### config.mk
export PLATFORM = sky130hd
export DESIGN_NAME = frame_serializer
export DESIGN_NICKNAME = d
export VERILOG_FILES = /design/src/rtl/frame_serializer.sv
export SDC_FILE = /design/constraint.sdc
export NUM_CORES = 1
export LEC_CHECK = 0
export ABC_AREA = 0
export BUFFER_PORTS_ARGS = -buffer_cell sky130_fd_sc_hd__buf_2
export CAP_MARGIN = 20
export CORE_UTILIZATION = 65
export CTS_BUF_LIST = sky130_fd_sc_hd__clkbuf_8
export DETAILED_ROUTE_END_ITERATION = 8
export PLACE_DENSITY = 0.82
export SLEW_MARGIN = 40
export SYNTH_ARGS = -nofsm -noshare
export SYNTH_HDL_FRONTEND = slang
export SYNTH_SLANG_ARGS = --single-unit
### constraint.sdc
create_clock -name clk -period 3.5 [get_ports clk]
set_input_delay 0.7 -clock clk [delete_from_list [all_inputs] [get_ports clk]]
set_output_delay 0.7 -clock clk [all_outputs]
set_load 0.005 [all_outputs]
### src/rtl/frame_serializer.sv
// Frame serializer: captures DEPTH words of {addr_in, data_in} after a rising
// edge on ena, then streams them out one bit per cycle with valid/last flags.
module frame_serializer #(
  parameter int ADDR_W    = 4,
  parameter int DATA_W    = 4,
  parameter int DEPTH     = 16,
  parameter int MSB_FIRST = 0
) (
  input  logic              clk,
  input  logic              rst_n,
  input  logic              ena,
  input  logic [ADDR_W-1:0] addr_in,
  input  logic [DATA_W-1:0] data_in,
  output logic              ena_out,
  output logic              data_out,
  output logic              last,
  output logic              busy
);

  localparam int W   = ADDR_W + DATA_W;
  localparam int WCW = (DEPTH > 1) ? $clog2(DEPTH) : 1;
  localparam int BCW = (W > 1) ? $clog2(W) : 1;
  localparam logic [WCW-1:0] WLAST = WCW'(DEPTH - 1);
  localparam logic [BCW-1:0] BLAST = BCW'(W - 1);

  typedef enum logic [1:0] {IDLE, LOAD, SHIFT} state_t;

  state_t         state, state_nx;
  logic [W-1:0]   mem [DEPTH];
  logic [WCW-1:0] wcnt, wcnt_nx;
  logic [BCW-1:0] bcnt, bcnt_nx;
  logic [BCW-1:0] bidx;
  logic [W-1:0]   cur_word;
  logic           ena_q, start, wr_en;
  logic           data_nx, ena_out_nx, last_nx;

  assign start    = ena & ~ena_q;
  assign cur_word = mem[wcnt];
  assign bidx     = (MSB_FIRST != 0) ? BLAST - bcnt : bcnt;

  always_comb begin
    state_nx   = state;
    wcnt_nx    = wcnt;
    bcnt_nx    = bcnt;
    wr_en      = 1'b0;
    data_nx    = 1'b0;
    ena_out_nx = 1'b0;
    last_nx    = 1'b0;
    case (state)
      IDLE: begin
        if (start) begin
          state_nx = LOAD;
          wcnt_nx  = '0;
          bcnt_nx  = '0;
        end
      end
      LOAD: begin
        wr_en = 1'b1;
        if (wcnt == WLAST) begin
          state_nx = SHIFT;
          wcnt_nx  = '0;
          bcnt_nx  = '0;
        end else begin
          wcnt_nx = wcnt + 1'b1;
        end
      end
      SHIFT: begin
        data_nx    = cur_word[bidx];
        ena_out_nx = 1'b1;
        // Explicit terminal compares keep non-power-of-two sizes from overrunning.
        if (bcnt == BLAST) begin
          bcnt_nx = '0;
          if (wcnt == WLAST) begin
            last_nx  = 1'b1;
            state_nx = IDLE;
            wcnt_nx  = '0;
          end else begin
            wcnt_nx = wcnt + 1'b1;
          end
        end else begin
          bcnt_nx = bcnt + 1'b1;
        end
      end
      default: state_nx = IDLE;
    endcase
  end

  always_ff @(posedge clk or negedge rst_n) begin
    if (!rst_n) begin
      state    <= IDLE;
      wcnt     <= '0;
      bcnt     <= '0;
      ena_q    <= 1'b0;
      ena_out  <= 1'b0;
      data_out <= 1'b0;
      last     <= 1'b0;
      busy     <= 1'b0;
    end else begin
      state    <= state_nx;
      wcnt     <= wcnt_nx;
      bcnt     <= bcnt_nx;
      ena_q    <= ena;
      ena_out  <= ena_out_nx;
      data_out <= data_nx;
      last     <= last_nx;
      busy     <= (state_nx != IDLE);
    end
  end

  // Frame storage is deliberately not reset.
  always_ff @(posedge clk) begin
    if (wr_en) mem[wcnt] <= {addr_in, data_in};
  end

endmodule

==> metrics.yaml <==
power:
  p_leak_uw: 0.00221
  powerDensity_nw_per_um2: 626
  ir_drop_uv: 278
placement:
  hpwlAfterDp_mm: 7.10
  gp_congestion: 0.878
  portBuffers: 14
  preCtsSetupSlack_ns: 0.895
critical_path:
  worstPathCellList: "buf_4 > mux4_2 > a2111oi_0 > a221oi_1 > o41a_1"
  critical_path.slowest_cell: "dfrtp_2"
  cp_slowest_stage_delay_ns: 0.82
  worstReg2RegEnd: "data_out"
  r2r_slack_ns: 0.87
  crit_arrival_ns: 2.95
  r2r_start: "wcnt[1]"
  end_kind: "register"
  setup.worst_path.class: "register to register"
  r2r_cells: 5
  critical_path_required_ns: 3.83
  crit_path_end: "data_out"
  crit_path_start_kind: "register"
  critPathLaunch: "wcnt[1]"
  crit_path_max_fanout: 29
cts:
  cts_hold_buf: 0
  cts_buffer_depth: 2
  cts-root-buf: "clkbuf_8"
  cts_tree: "done"
  h-tree-depth: 4
  post_cts_buffers: 0
  cts.sink_count: 142
  clk_latency_ns: 0.44
  numCtsBuffers: 17
  clkTransAtPathRegs_ns: 0.08
  cts_resized: 0
route:
  drt_iter0_drc: 287
  dr.pass1.iters: 6
  wl_mm: 11.1
  drc: 0
  drt-vias-per-instance: 6.43
  vias: 3172
  ant_nets: 0
  wire_per_inst_um: 22.4
die:
  initial_core_util_pct: 67.4
  ios: 15
  dieArea_sq_um: 9430
  rows: 34
  core_area_sq_um: 8720
  dieHeight_um: 97.1
  die_w_um: 97.1
synth:
  synth_top_area_share_pct: 65.4
  postSynthAreaPerCell_sq_um: 17.5
  synthTopCellsByCount: "128 x edfxtp_1, 22 x mux2i_1, 22 x nor2_1"
  ys_ff_latch: 142
  synth_edf_count: 128
  synth_cell_type_count: 38
  synthCells: 335
  yosysMostFrequentCell: "edfxtp_1"
  synth_nets: 356
  async_reset_ff_share_pct: 9.86
  syn-cell-area_sq_um: 5880
  synth-main-ff-cell: "edfxtp_1"
  yosys_warnings: 0
  synth_area_leaders: "edfxtp_1 65%, mux4_1 6.3%, dfrtp_1 6.0%"
  synth_area_leader_cell: "edfxtp_1"
  ys_seq_area_share_pct: 71.3
global_routing:
  antenna_found_initial: 0
  grt.total_usage_pct: 26.0
  met1_usage_pct: 35.3
  grt_overflow: 0
  grt_busiest_layer: "met2"
  met2_usage_pct: 39.9
  grt_pass1_vias: 3257
  use_met3_pct: 7.19
  grt_max_degree: 30
  grt_pass1_wl_mm: 17.6
sta:
  setup_viol: 0
  worst_slew_pin_slew_ns: 0.818
  tns_ns: 0
  max_slew_margin_pct: 45.3
  fmax_ghz: 0.380
  clock_skew_ns: 0.0109
  timing.final.crit_share_pct: 75.1
  worst_slack_ns: 0.872
  drv_slew: 0
  grt_setup_unrepaired: "no"
  timing_hold_violations_final: 0
  layout_min_cycle_time_ns: 2.63
layout:
  layout-drive-gt1-share_pct: 20.3
  area_delta_synth_final_pct: 10.2
  utilization_pct: 74.3
  final_nets: 393
  diodes: 0
run_status:
  status: "finished, final reports clean"
run:
  cap_violations: 0
min_path:
  hp-class: "primary input to asynchronous set/reset pin"
sequential cells by signal (all words and copies together) (netlist names):
register and count:
wcnt 4, busy 1, data_out 1, last 1, state 2, ena_out 1
ena_q 1, bcnt 3, mem 128
worst min-delay path by stage:
stage | startpoint | endpoint | slack, ns | depth (start not counted)
2_1_floorplan | rst_n | bcnt[0] | 0.40 | 0
3_3_place_gp | state[1] | state[1] | 0.60 | 2
3_5_place_dp | rst_n | busy | 0.61 | 1
4_1_cts | rst_n | bcnt[0] | 0.14 | 1
5_1_grt | rst_n | data_out | 0.15 | 1
6_report | rst_n | bcnt[0] | 0.14 | 1
stage by stage:
step | power [uW] | std cells | hold WS (ns) | area (sq um)
global route | 4200 | 493 | 0.145 | 6480
CTS | 4060 | 493 | 0.139 | 6470
global placement | 2870 | 461 | 0.596 | 6120
detailed placement | 2890 | 461 | 0.612 | 6120
floorplan | 2710 | 335 | 0.404 | 5880
finish | 4050 | 493 | 0.141 | 6480
metal layers:
metal  wire, um  share of wire, %
met5          0                 0
met3        868               7.9
met4        219               2.0
met1       4540                41
met2       5430                49
kinds of logic after synthesis:
family                     after synthesis  share of synthesized area, %
AOI/OAI and AO/OA                       37                          4.75
adders and majority gates               10                          2.13
buffers and inverters                   24                          2.49
DFF                                    142                          71.3
muxes                                   48                          13.6
and+or+nand+nor                         74                          5.64
worst max-delay path, delay by kind of cell (launching register included):
family                 cells  cell delay [ns]
AOI/OAI and AO/OA          3             1.00
buffers and inverters      1             0.35
DFF                        1             0.82
muxes                      1             0.33
cell type report:
type                       count  area [sq um]
clock inverter                15           124
fill                         511          2240
sequential                   142          4200
clock buffer                  17           234
inverter                       9          33.8
multi-input combinational    169          1540
tap                          108           135
timing repair buffer          33           213
cell usage in the layout, fill, tap and decap left out, drive strengths merged:
cell type and instances:
edfxtp 128, buf 33, mux2i 22, nor2 22, nand2 21, mux4 21, clkbuf 17, inv 15
nor3 14, dfrtp 14, ha 10, o21ai 9, a221oi 8, nand3 6, mux2 5, nand2b 4
a211oi 4, clkinvlp 4, a2111oi 4, clkinv 4, nor2b 3, a21oi 3, a21o 3, nand4 1
a221o 1, or2 1, nand3b 1, and2 1, a2bb2oi 1, o31ai 1, o41a 1, o211ai 1
a22o 1, bufinv 1
where the power goes:
part	internal, uW	switching (uW)	leakage, uW
Clock	556	618	0.000180
Sequential	1950	123	0.00134
Combinational	391	409	0.000691
Total	2900	1150	0.00221
Power figures use the tool's default switching activity.
